## src/rtl/linked_list_walker.sv

```systemverilog
// Linked-list search engine: owns a small node memory, walks a list from a
// requested head one node per cycle, and reports a match on node address or
// node payload, the hop count, or a loop error when the walk runs too long.
module linked_list_walker #(
    parameter int ADDR_WIDTH = 4,
    parameter int DATA_WIDTH = 8
) (
    input  logic                  clk,
    input  logic                  rst,
    input  logic                  wr_en,
    input  logic [ADDR_WIDTH-1:0] wr_addr,
    input  logic [DATA_WIDTH-1:0] wr_data,
    input  logic [ADDR_WIDTH-1:0] wr_next,
    input  logic                  req_valid,
    output logic                  req_ready,
    input  logic [ADDR_WIDTH-1:0] req_head,
    input  logic                  req_mode,
    input  logic [DATA_WIDTH-1:0] req_key,
    output logic                  rsp_valid,
    input  logic                  rsp_ready,
    output logic                  rsp_found,
    output logic                  rsp_error,
    output logic [ADDR_WIDTH-1:0] rsp_addr,
    output logic [DATA_WIDTH-1:0] rsp_data,
    output logic [ADDR_WIDTH-1:0] rsp_hops
);
    localparam int DEPTH = 1 << ADDR_WIDTH;

    localparam logic [1:0] S_IDLE = 2'd0;
    localparam logic [1:0] S_WALK = 2'd1;
    localparam logic [1:0] S_RESP = 2'd2;

    // A walk that has taken DEPTH-1 hops without terminating must be cycling.
    localparam logic [ADDR_WIDTH-1:0] HOP_LIMIT = {ADDR_WIDTH{1'b1}};
    localparam logic [ADDR_WIDTH-1:0] NULL_ADDR = '0;

    logic [DATA_WIDTH-1:0] node_data_mem [DEPTH];
    logic [ADDR_WIDTH-1:0] node_next_mem [DEPTH];

    logic [1:0]            state;
    logic [ADDR_WIDTH-1:0] curr;
    logic [ADDR_WIDTH-1:0] hops;
    logic                  mode;
    logic [DATA_WIDTH-1:0] key;

    logic [DATA_WIDTH-1:0] curr_data;
    logic [ADDR_WIDTH-1:0] curr_next;
    logic                  at_null;
    logic                  is_match;
    logic                  at_limit;
    logic                  req_fire;
    logic                  advance;

    // Node memory write port; contents survive reset and writes are taken in any state.
    always_ff @(posedge clk) begin
        if (wr_en) begin
            node_data_mem[wr_addr] <= wr_data;
            node_next_mem[wr_addr] <= wr_next;
        end
    end

    // Asynchronous read of the current node and the per-hop termination tests.
    always_comb begin
        curr_data = node_data_mem[curr];
        curr_next = node_next_mem[curr];
        at_null   = (curr == NULL_ADDR);
        // NULL is excluded here so that key 0 in address mode can never hit it.
        is_match  = !at_null && (mode ? (curr_data == key)
                                      : (curr == key[ADDR_WIDTH-1:0]));
        at_limit  = (hops == HOP_LIMIT);
    end

    assign req_ready = rst && (state == S_IDLE);
    assign rsp_valid = (state == S_RESP);
    assign req_fire  = req_valid && req_ready;
    assign advance   = (state == S_WALK) && !at_null && !is_match && !at_limit;

    // Control FSM and response registers; response fields change only on entry to RESP.
    always_ff @(posedge clk) begin
        if (!rst) begin
            state     <= S_IDLE;
            rsp_found <= 1'b0;
            rsp_error <= 1'b0;
            rsp_addr  <= '0;
            rsp_data  <= '0;
            rsp_hops  <= '0;
        end else begin
            case (state)
                S_IDLE: begin
                    if (req_valid) begin
                        state <= S_WALK;
                    end
                end
                S_WALK: begin
                    if (at_null) begin
                        state     <= S_RESP;
                        rsp_found <= 1'b0;
                        rsp_error <= 1'b0;
                        rsp_addr  <= '0;
                        rsp_data  <= '0;
                        rsp_hops  <= hops;
                    end else if (is_match) begin
                        state     <= S_RESP;
                        rsp_found <= 1'b1;
                        rsp_error <= 1'b0;
                        rsp_addr  <= curr;
                        rsp_data  <= curr_data;
                        rsp_hops  <= hops;
                    end else if (at_limit) begin
                        state     <= S_RESP;
                        rsp_found <= 1'b0;
                        rsp_error <= 1'b1;
                        rsp_addr  <= '0;
                        rsp_data  <= '0;
                        rsp_hops  <= hops;
                    end
                end
                S_RESP: begin
                    if (rsp_ready) begin
                        state <= S_IDLE;
                    end
                end
                default: begin
                    state <= S_IDLE;
                end
            endcase
        end
    end

    // Walk datapath: latch the request, then follow next pointers while no rule terminates.
    always_ff @(posedge clk) begin
        if (req_fire) begin
            curr <= req_head;
            mode <= req_mode;
            key  <= req_key;
            hops <= '0;
        end else if (advance) begin
            curr <= curr_next;
            hops <= hops + 1'b1;
        end
    end

endmodule
```

## config.mk

```make
export PLATFORM = sky130hd
export DESIGN_NAME = linked_list_walker
export DESIGN_NICKNAME = d
export VERILOG_FILES = /design/src/rtl/linked_list_walker.sv
export SDC_FILE = /design/constraint.sdc
export NUM_CORES = 1
export LEC_CHECK = 0
export ABC_AREA = 1
export CORE_ASPECT_RATIO = 1.1
export CORE_MARGIN = 2
export CORE_UTILIZATION = 43
export DETAILED_ROUTE_END_ITERATION = 12
export SYNTH_ARGS = -nofsm -noshare
export SYNTH_HDL_FRONTEND = slang
export SYNTH_SLANG_ARGS = --single-unit
```

## constraint.sdc

```tcl
create_clock -name clk -period 5.14 [get_ports clk]
set_clock_uncertainty 0.05 [all_clocks]
set_input_delay 1.285 -clock clk [delete_from_list [all_inputs] [get_ports clk]]
set_output_delay 1.285 -clock clk [all_outputs]
set_load 0.03 [all_outputs]
```

==> results of run 1 <==
sequential cells by signal, summed over array words and instances (netlist names), named ones only:
signal and cells:
rsp_found 1, rsp_addr 4, rsp_hops 4, mode 1, state 2, hops 4
rsp_error 1, rsp_data 8, node_data_mem 128, node_next_mem 64, key 8, curr 4
area by class of cell:
| type | instances | area [um^2] |
|---|---|---|
| clock buffers | 29 | 640.6 |
| clock inverters | 15 | 256.5 |
| fillers | 1996 | 10710 |
| inverters | 81 | 304.0 |
| multi-input cells | 531 | 2427 |
| flip-flops and latches | 233 | 6718 |
| well taps | 295 | 369.1 |
| repair buffers | 74 | 688.2 |
power by group:
group / switching, mW / internal (mW)
logic: 1.17 / 0.492
clock network: 0.705 / 1.24
registers: 0.0469 / 2.16
total: 1.92 / 3.89
per-layer routing:
| metal | up-vias | GRT usage, % | routed length, um |
|---|---|---|---|
| met5 | - | 0 | 0 |
| met4 | 0 | 5.420 | 420 |
| met3 | 33 | 3.079 | 1316 |
| met2 | 177 | 30.88 | 10400 |
| met1 | 2997 | 27.03 | 10300 |
| li1 | 3154 | - | - |
metrics by stage:
| stage | hold WS [ns] | area [um^2] | worst slack (ns) |
|---|---|---|---|
| after detailed placement | 0.4025 | 10510 | 0.7155 |
| after global routing | 0.4272 | 11400 | 0.5750 |
| after CTS | 0.4115 | 11400 | 0.7150 |
| after floorplan | 0.4086 | 9683 | 1.730 |
| final | 0.4097 | 11400 | 0.7262 |
| after global placement | 0.3974 | 10510 | 0.7347 |
worst min-delay path, delay by kind of cell (launching register included):
kind	cells	cell delay (ns)
and+or+nand+nor	1	0.06
AOI/OAI and AO/OA	1	0.05
DFF	1	0.31
logic make-up after synthesis:
| logic type | Yosys count | share of synthesized area, % |
|---|---|---|
| AND/OR/NAND/NOR | 424 | 18.50 |
| flip-flops | 233 | 69.36 |
| buffers and inverters | 123 | 5.569 |
| AO/OA/AOI/OAI | 104 | 6.254 |
| XOR/XNOR | 2 | 0.1809 |
| adder cells (fa/ha/maj) | 1 | 0.1292 |
worst min-delay path by stage:
stage | slack [ns] | to | start
3_3_place_gp | 0.40 | rsp_error$_SDFFE_PN0P_ | rsp_error$_SDFFE_PN0P_
5_1_grt | 0.43 | rsp_data[5]$_SDFFE_PN0P_ | rsp_data[5]$_SDFFE_PN0P_
6_report | 0.41 | rsp_found$_SDFFE_PN0P_ | rsp_found$_SDFFE_PN0P_
3_5_place_dp | 0.40 | rsp_data[3]$_SDFFE_PN0P_ | rsp_data[3]$_SDFFE_PN0P_
2_1_floorplan | 0.41 | hops[3]$_SDFFE_PP0P_ | hops[3]$_SDFFE_PP0P_
4_1_cts | 0.41 | rsp_data[5]$_SDFFE_PN0P_ | rsp_data[5]$_SDFFE_PN0P_
cells in the mapped netlist (all sizes together):
cell | number | area share, %
nor3 | 1 | 0.052
a31oi | 4 | 0.26
a221oi | 1 | 0.090
ha | 1 | 0.13
o22ai | 7 | 0.45
o221ai | 11 | 0.99
nand4 | 2 | 0.35
xor2 | 2 | 0.18
buf | 25 | 1.8
clkinv | 1 | 0.039
edfxtp | 205 | 64
nand3 | 105 | 5.5
dfxtp | 28 | 5.8
nand2 | 214 | 8.4
or2 | 1 | 0.065
inv | 80 | 3.1
nand3b | 5 | 0.39
nor4 | 1 | 0.065
o211ai | 9 | 0.70
o21ai | 50 | 2.6
clkbuf | 17 | 0.66
nor2 | 95 | 3.7
a21oi | 22 | 1.2
==> run metrics, run 1 <==
status=complete, no violations; Synth Cell Area=9683 um^2; Hold Violations, Final=0; combined buffer and inverter count along the critical path=3; Slew Viols, Final=0; number of setup buffers added after CTS=0; origin of the worst setup path=rst; gate family responsible for the most delay along the worst path=buffers and inverters; Horiz. Die Dim=147.1 um; total clock buffers created by CTS=24; count of distinct cell types in the synthesized netlist=32; total power draw=5.809 mW; largest driver fanout on the critical path=16; CTS Buffer Depth=3; transition at the pin with the smallest max-transition slack=1.210 ns; DRC violation total after the first TritonRoute iteration=506; share of layout cells above drive strength 1=7.269%; ordered list of cells on the worst path=clkdlybuf4s50_1 > inv_1 > nor3_1 > clkdlybuf4s50_1; number of global-route vias before repair=6,096; leakage power of the design=4.283 nW; Startpoint Class=input port; capturing element of the worst setup path=req_ready; sequential cell area fraction in the yosys report=69.36%; placement row count=57; via count=6,361; post-CTS resize count=0; Detailed Place HPWL=12.66 mm; minimum clock period=4.414 ns; register clock-pin slew on the reported worst setup and hold paths=0.06 ns; maximum number of pins on one net before global-route repair=100; clock insertion delay at the later pin of the skew report=0.51 ns; P&R area growth vs syn=17.77%; overall overflow remaining after global route=0; Post-Syn Nets=922; type of element capturing the critical path=output port; Avg Inst Size Synth=10.92 um^2; peak supply drop=0.0003260 V; number of optimization iterations in the first detailed-route pass=6; crit path max-delay cell type=sky130_fd_sc_hd__clkdlybuf4s50_1; number of setup violations in the final report=0; FF-to-FF setup slack=1.95 ns; number of non-filler instances in the completed layout=1,258; core area=22,110 um^2; total global-route track usage=19.13%; Crit path arrival time=3.08 ns; drt drc=0; type of the tightest min-delay check=reg2reg; critical path data required time=3.81 ns; number of cells traversed by the worst register-to-register path=13; cell chosen for the clock root=sky130_fd_sc_hd__clkbuf_16; Placed Cells incl. Taps=1,214; first-pass GRT wire length=34.49 mm; most used cell along the critical path=sky130_fd_sc_hd__clkdlybuf4s50_1; headroom to the max-slew limit=19.06%; wire length per cell=17.84 um; count of state elements after synthesis=233; ANT nets after route=0; achievable clock frequency=226.6 MHz; total wire length=22.44 mm; final net count=980; maximum level of the CTS H-tree=1; Setup TNS Final=0 ns; stage delay of the slowest cell on the critical path=0.71 ns; Synth warnings=0; number of violations of the max-capacitance limit=0; num ports=54; synthesized instance count=887; commonest non-fill, non-tap cells in the layout=211 x sky130_fd_sc_hd__nand2_1, 205 x sky130_fd_sc_hd__edfxtp_1, 104 x sky130_fd_sc_hd__nand3_1, 95 x sky130_fd_sc_hd__nor2_1, 77 x sky130_fd_sc_hd__inv_1; Starting Density=43.80%; initial antenna violation count=0; number of cells on the worst hold path=2; weighted congestion at the end of routability-driven global placement=0.7636; final core occ=51.58%; power density normalized to cell area=509.4 nW/um^2; hold bufs inserted after CTS=0; die footprint=23,740 um^2; setup repair after global routing missed its margin=false; count of cell instances traversed by the critical path=4; Setup CP Type=in2out; Vert. Die Dim=161.4 um; endpoint of the lowest-slack register-to-register path=curr[2]$_DFFE_PP_; via count normalized by instance count=5.056; period utilization=85.87%; count of input and output buffers=53; clock sink count=233; antenna fix cells=0; CTS tree=yes; leading cell type in the layout, fill and taps excluded=sky130_fd_sc_hd__nand2_1
No activity file was read; power rests on OpenSTA's default activity.
==> run 2: changes to the inputs <==
Settings changed: CAP_MARGIN set to 25.
==> run 2 against run 1 <==
  * Via count grew 1.0%
  * Sequential share of layout area grew 0.37 points
  * Largest power group unchanged
  * Highest routed layer unchanged
  * Cell area shrank 0.63%
  * Worst hold slack lost 0.00095 ns
  * Fmax is essentially flat
==> run metrics, run 2 (synthesis results as in run 1) <==
status=complete, no violations (unchanged); met2 Resource Use GR=31.07% (was 30.88%); largest driver fanout on the critical path=16 (unchanged); share of power burned in registers=39.6% (was 38.0%); hold bufs inserted after CTS=0 (unchanged); Global Route met3 Usage=2.684% (was 3.079%); P&R area growth vs syn=17.03% (was 17.77%); type of the tightest min-delay check=reg2reg (unchanged); via count normalized by instance count=5.097 (was 5.056); commonest non-fill, non-tap cells in the layout=211 x sky130_fd_sc_hd__nand2_1, 205 x sky130_fd_sc_hd__edfxtp_1, 104 x sky130_fd_sc_hd__nand3_1, 95 x sky130_fd_sc_hd__nor2_1, 77 x sky130_fd_sc_hd__inv_1 (unchanged); final net count=983 (was 980); power density normalized to cell area=491.0 nW/um^2 (was 509.4 nW/um^2); endpoint of the lowest-slack register-to-register path=curr[2]$_DFFE_PP_ (unchanged); max FFs per register=128 (unchanged); number of cells traversed by the worst register-to-register path=16 (was 13); total clock buffers created by CTS=24 (unchanged); headroom to the max-slew limit=37.73% (was 19.06%); leading cell type in the layout, fill and taps excluded=sky130_fd_sc_hd__nand2_1 (unchanged); origin of the worst setup path=rst (unchanged); core area=22,110 um^2 (unchanged); number of global-route vias before repair=6,075 (was 6,096); clock insertion delay at the later pin of the skew report=0.51 ns (about the same); clock sink count=233 (unchanged); Vert. Die Dim=161.4 um (unchanged); switching power summed over all nets=1.903 mW (was 1.918 mW); switch share=34.20% (was 33.01%); critical path data required time=3.81 ns (about the same); worst hold margin=0.4088 ns (was 0.4097 ns); combined buffer and inverter count along the critical path=3 (unchanged); design internal power=3.661 mW (was 3.891 mW); overall overflow remaining after global route=0 (unchanged); CTS tree=yes (unchanged); Hold Violations, Final=0 (unchanged); initial antenna violation count=0 (unchanged); maximum number of pins on one net before global-route repair=100 (unchanged); Setup TNS Final=0 ns (unchanged); final core occ=51.26% (was 51.58%); Crit path arrival time=3.08 ns (about the same); Slew Viols, Final=0 (unchanged); wire length per cell=17.89 um (was 17.84 um); transition at the pin with the smallest max-transition slack=0.9326 ns (was 1.210 ns); Clk pwr share=30.0% (was 33.5%); ordered list of cells on the worst path=clkdlybuf4s50_1 > inv_1 > nor3_1 > clkdlybuf4s50_1 (unchanged); placement row count=57 (unchanged); number of setup violations in the final report=0 (unchanged); maximum level of the CTS H-tree=1 (unchanged); Detailed Place HPWL=12.70 mm (was 12.66 mm); count of input and output buffers=53 (unchanged); num ports=54 (unchanged); Placed Area=10,520 um^2 (was 10,510 um^2); capturing element of the worst setup path=req_ready (unchanged); ANT nets after route=0 (unchanged); post-CTS resize count=0 (unchanged); met1 usage in global routing=27.31% (was 27.03%); stage delay of the slowest cell on the critical path=0.71 ns (about the same); Horiz. Die Dim=147.1 um (unchanged); layer carrying the most global-route usage=met2 (unchanged); peak supply drop=0.0003613 V (was 0.0003260 V); cell chosen for the clock root=sky130_fd_sc_hd__clkbuf_16 (unchanged); setup repair after global routing missed its margin=false (unchanged); count of cell instances traversed by the critical path=4 (unchanged); Logic pwr share=30.4% (was 28.5%); die footprint=23,740 um^2 (unchanged); first-pass GRT wire length=34.69 mm (was 34.49 mm); minimum clock period=4.416 ns (was 4.414 ns); Top Registers=node_data_mem: 128 flops, node_next_mem: 64 flops (unchanged); leakage power of the design=4.259 nW (was 4.283 nW); drt drc=0 (unchanged); total global-route track usage=19.24% (was 19.13%); most used cell along the critical path=sky130_fd_sc_hd__clkdlybuf4s50_1 (unchanged); fin area=11,330 um^2 (was 11,400 um^2); CTS Buffer Depth=3 (unchanged); Starting Density=43.80% (unchanged); total wire length=22.56 mm (was 22.44 mm); antenna fix cells=0 (unchanged); number of violations of the max-capacitance limit=0 (unchanged); via count=6,427 (was 6,361); number of optimization iterations in the first detailed-route pass=5 (was 6); number of setup buffers added after CTS=0 (unchanged); crit path max-delay cell type=sky130_fd_sc_hd__clkdlybuf4s50_1 (unchanged); largest register by flop count=node_data_mem (unchanged); type of element capturing the critical path=output port (unchanged); DRC violation total after the first TritonRoute iteration=401 (was 506); Startpoint Class=input port (unchanged); achievable clock frequency=226.4 MHz (was 226.6 MHz); register clock-pin slew on the reported worst setup and hold paths=0.06 ns (about the same); gate family responsible for the most delay along the worst path=buffers and inverters (unchanged); Setup CP Type=in2out (unchanged); weighted congestion at the end of routability-driven global placement=0.7636 (unchanged); period utilization=85.92% (was 85.87%); FF-to-FF setup slack=2.05 ns (was 1.95 ns); share of layout cells above drive strength 1=7.350% (was 7.269%)
==> run 2: changes by cell type in the layout (fill, tap and decap cells not counted), moves of 2 or more <==
cell | before | now
sky130_fd_sc_hd__clkbuf_8 | 0 | 4
sky130_fd_sc_hd__inv_4 | 0 | 2
sky130_fd_sc_hd__clkbuf_1 | 4 | 7
sky130_fd_sc_hd__bufinv_16 | 7 | 0
==> run 2: metal layers <==
metal | vias up | share of wire [%]
met4 | 0 | 2.4
met1 | 3042 | 46
met2 | 185 | 46
met3 | 34 | 5.8
li1 | 3166 | -
met5 | - | 0
==> run 2: final cells by class <==
class	count	area, um^2
clock buffer	37	732.0
clock inverter	7	35.03
fill	1994	10780
inverter	81	304.0
multi-input combinational	531	2427
sequential	233	6718
tap	295	369.1
timing repair buffer	77	747.0
==> run 2: how the worst min path moves through the flow <==
stage | startpoint | end | cells past startpoint
5_1_grt | rsp_error$_SDFFE_PN0P_ | rsp_error$_SDFFE_PN0P_ | 2
3_5_place_dp | rsp_data[3]$_SDFFE_PN0P_ | rsp_data[3]$_SDFFE_PN0P_ | 2
3_3_place_gp | rsp_error$_SDFFE_PN0P_ | rsp_error$_SDFFE_PN0P_ | 2
6_report | rsp_data[3]$_SDFFE_PN0P_ | rsp_data[3]$_SDFFE_PN0P_ | 2
4_1_cts | rsp_data[3]$_SDFFE_PN0P_ | rsp_data[3]$_SDFFE_PN0P_ | 2
2_1_floorplan | hops[3]$_SDFFE_PP0P_ | hops[3]$_SDFFE_PP0P_ | 2
==> run 2: metrics by stage <==
step | power (mW) | worst slack [ns] | instances
2_1_floorplan | 3.446 | 1.730 | 887
3_3_place_gp | 3.885 | 0.7347 | 1214
3_5_place_dp | 3.903 | 0.7218 | 1215
4_1_cts | 5.565 | 0.7117 | 1259
5_1_grt | 5.870 | 0.5868 | 1261
6_report | 5.564 | 0.7238 | 1261
==> run 2: power groups by stage <==
stage | Sequential [mW] | Clock [mW] | Combinational [mW]
2_1_floorplan | 2.25 | 0 | 1.20
6_report | 2.21 | 1.67 | 1.69
3_5_place_dp | 2.24 | 0 | 1.66
4_1_cts | 2.21 | 1.70 | 1.66
3_3_place_gp | 2.24 | 0 | 1.64
5_1_grt | 2.22 | 1.76 | 1.89
==> run 2: tightest hold or removal path, stage by stage (launching register included) <==
cell and delay [ns]:
sky130_fd_sc_hd__dfxtp_1 0.31, sky130_fd_sc_hd__nand2_1 0.06, sky130_fd_sc_hd__a21oi_1 0.05
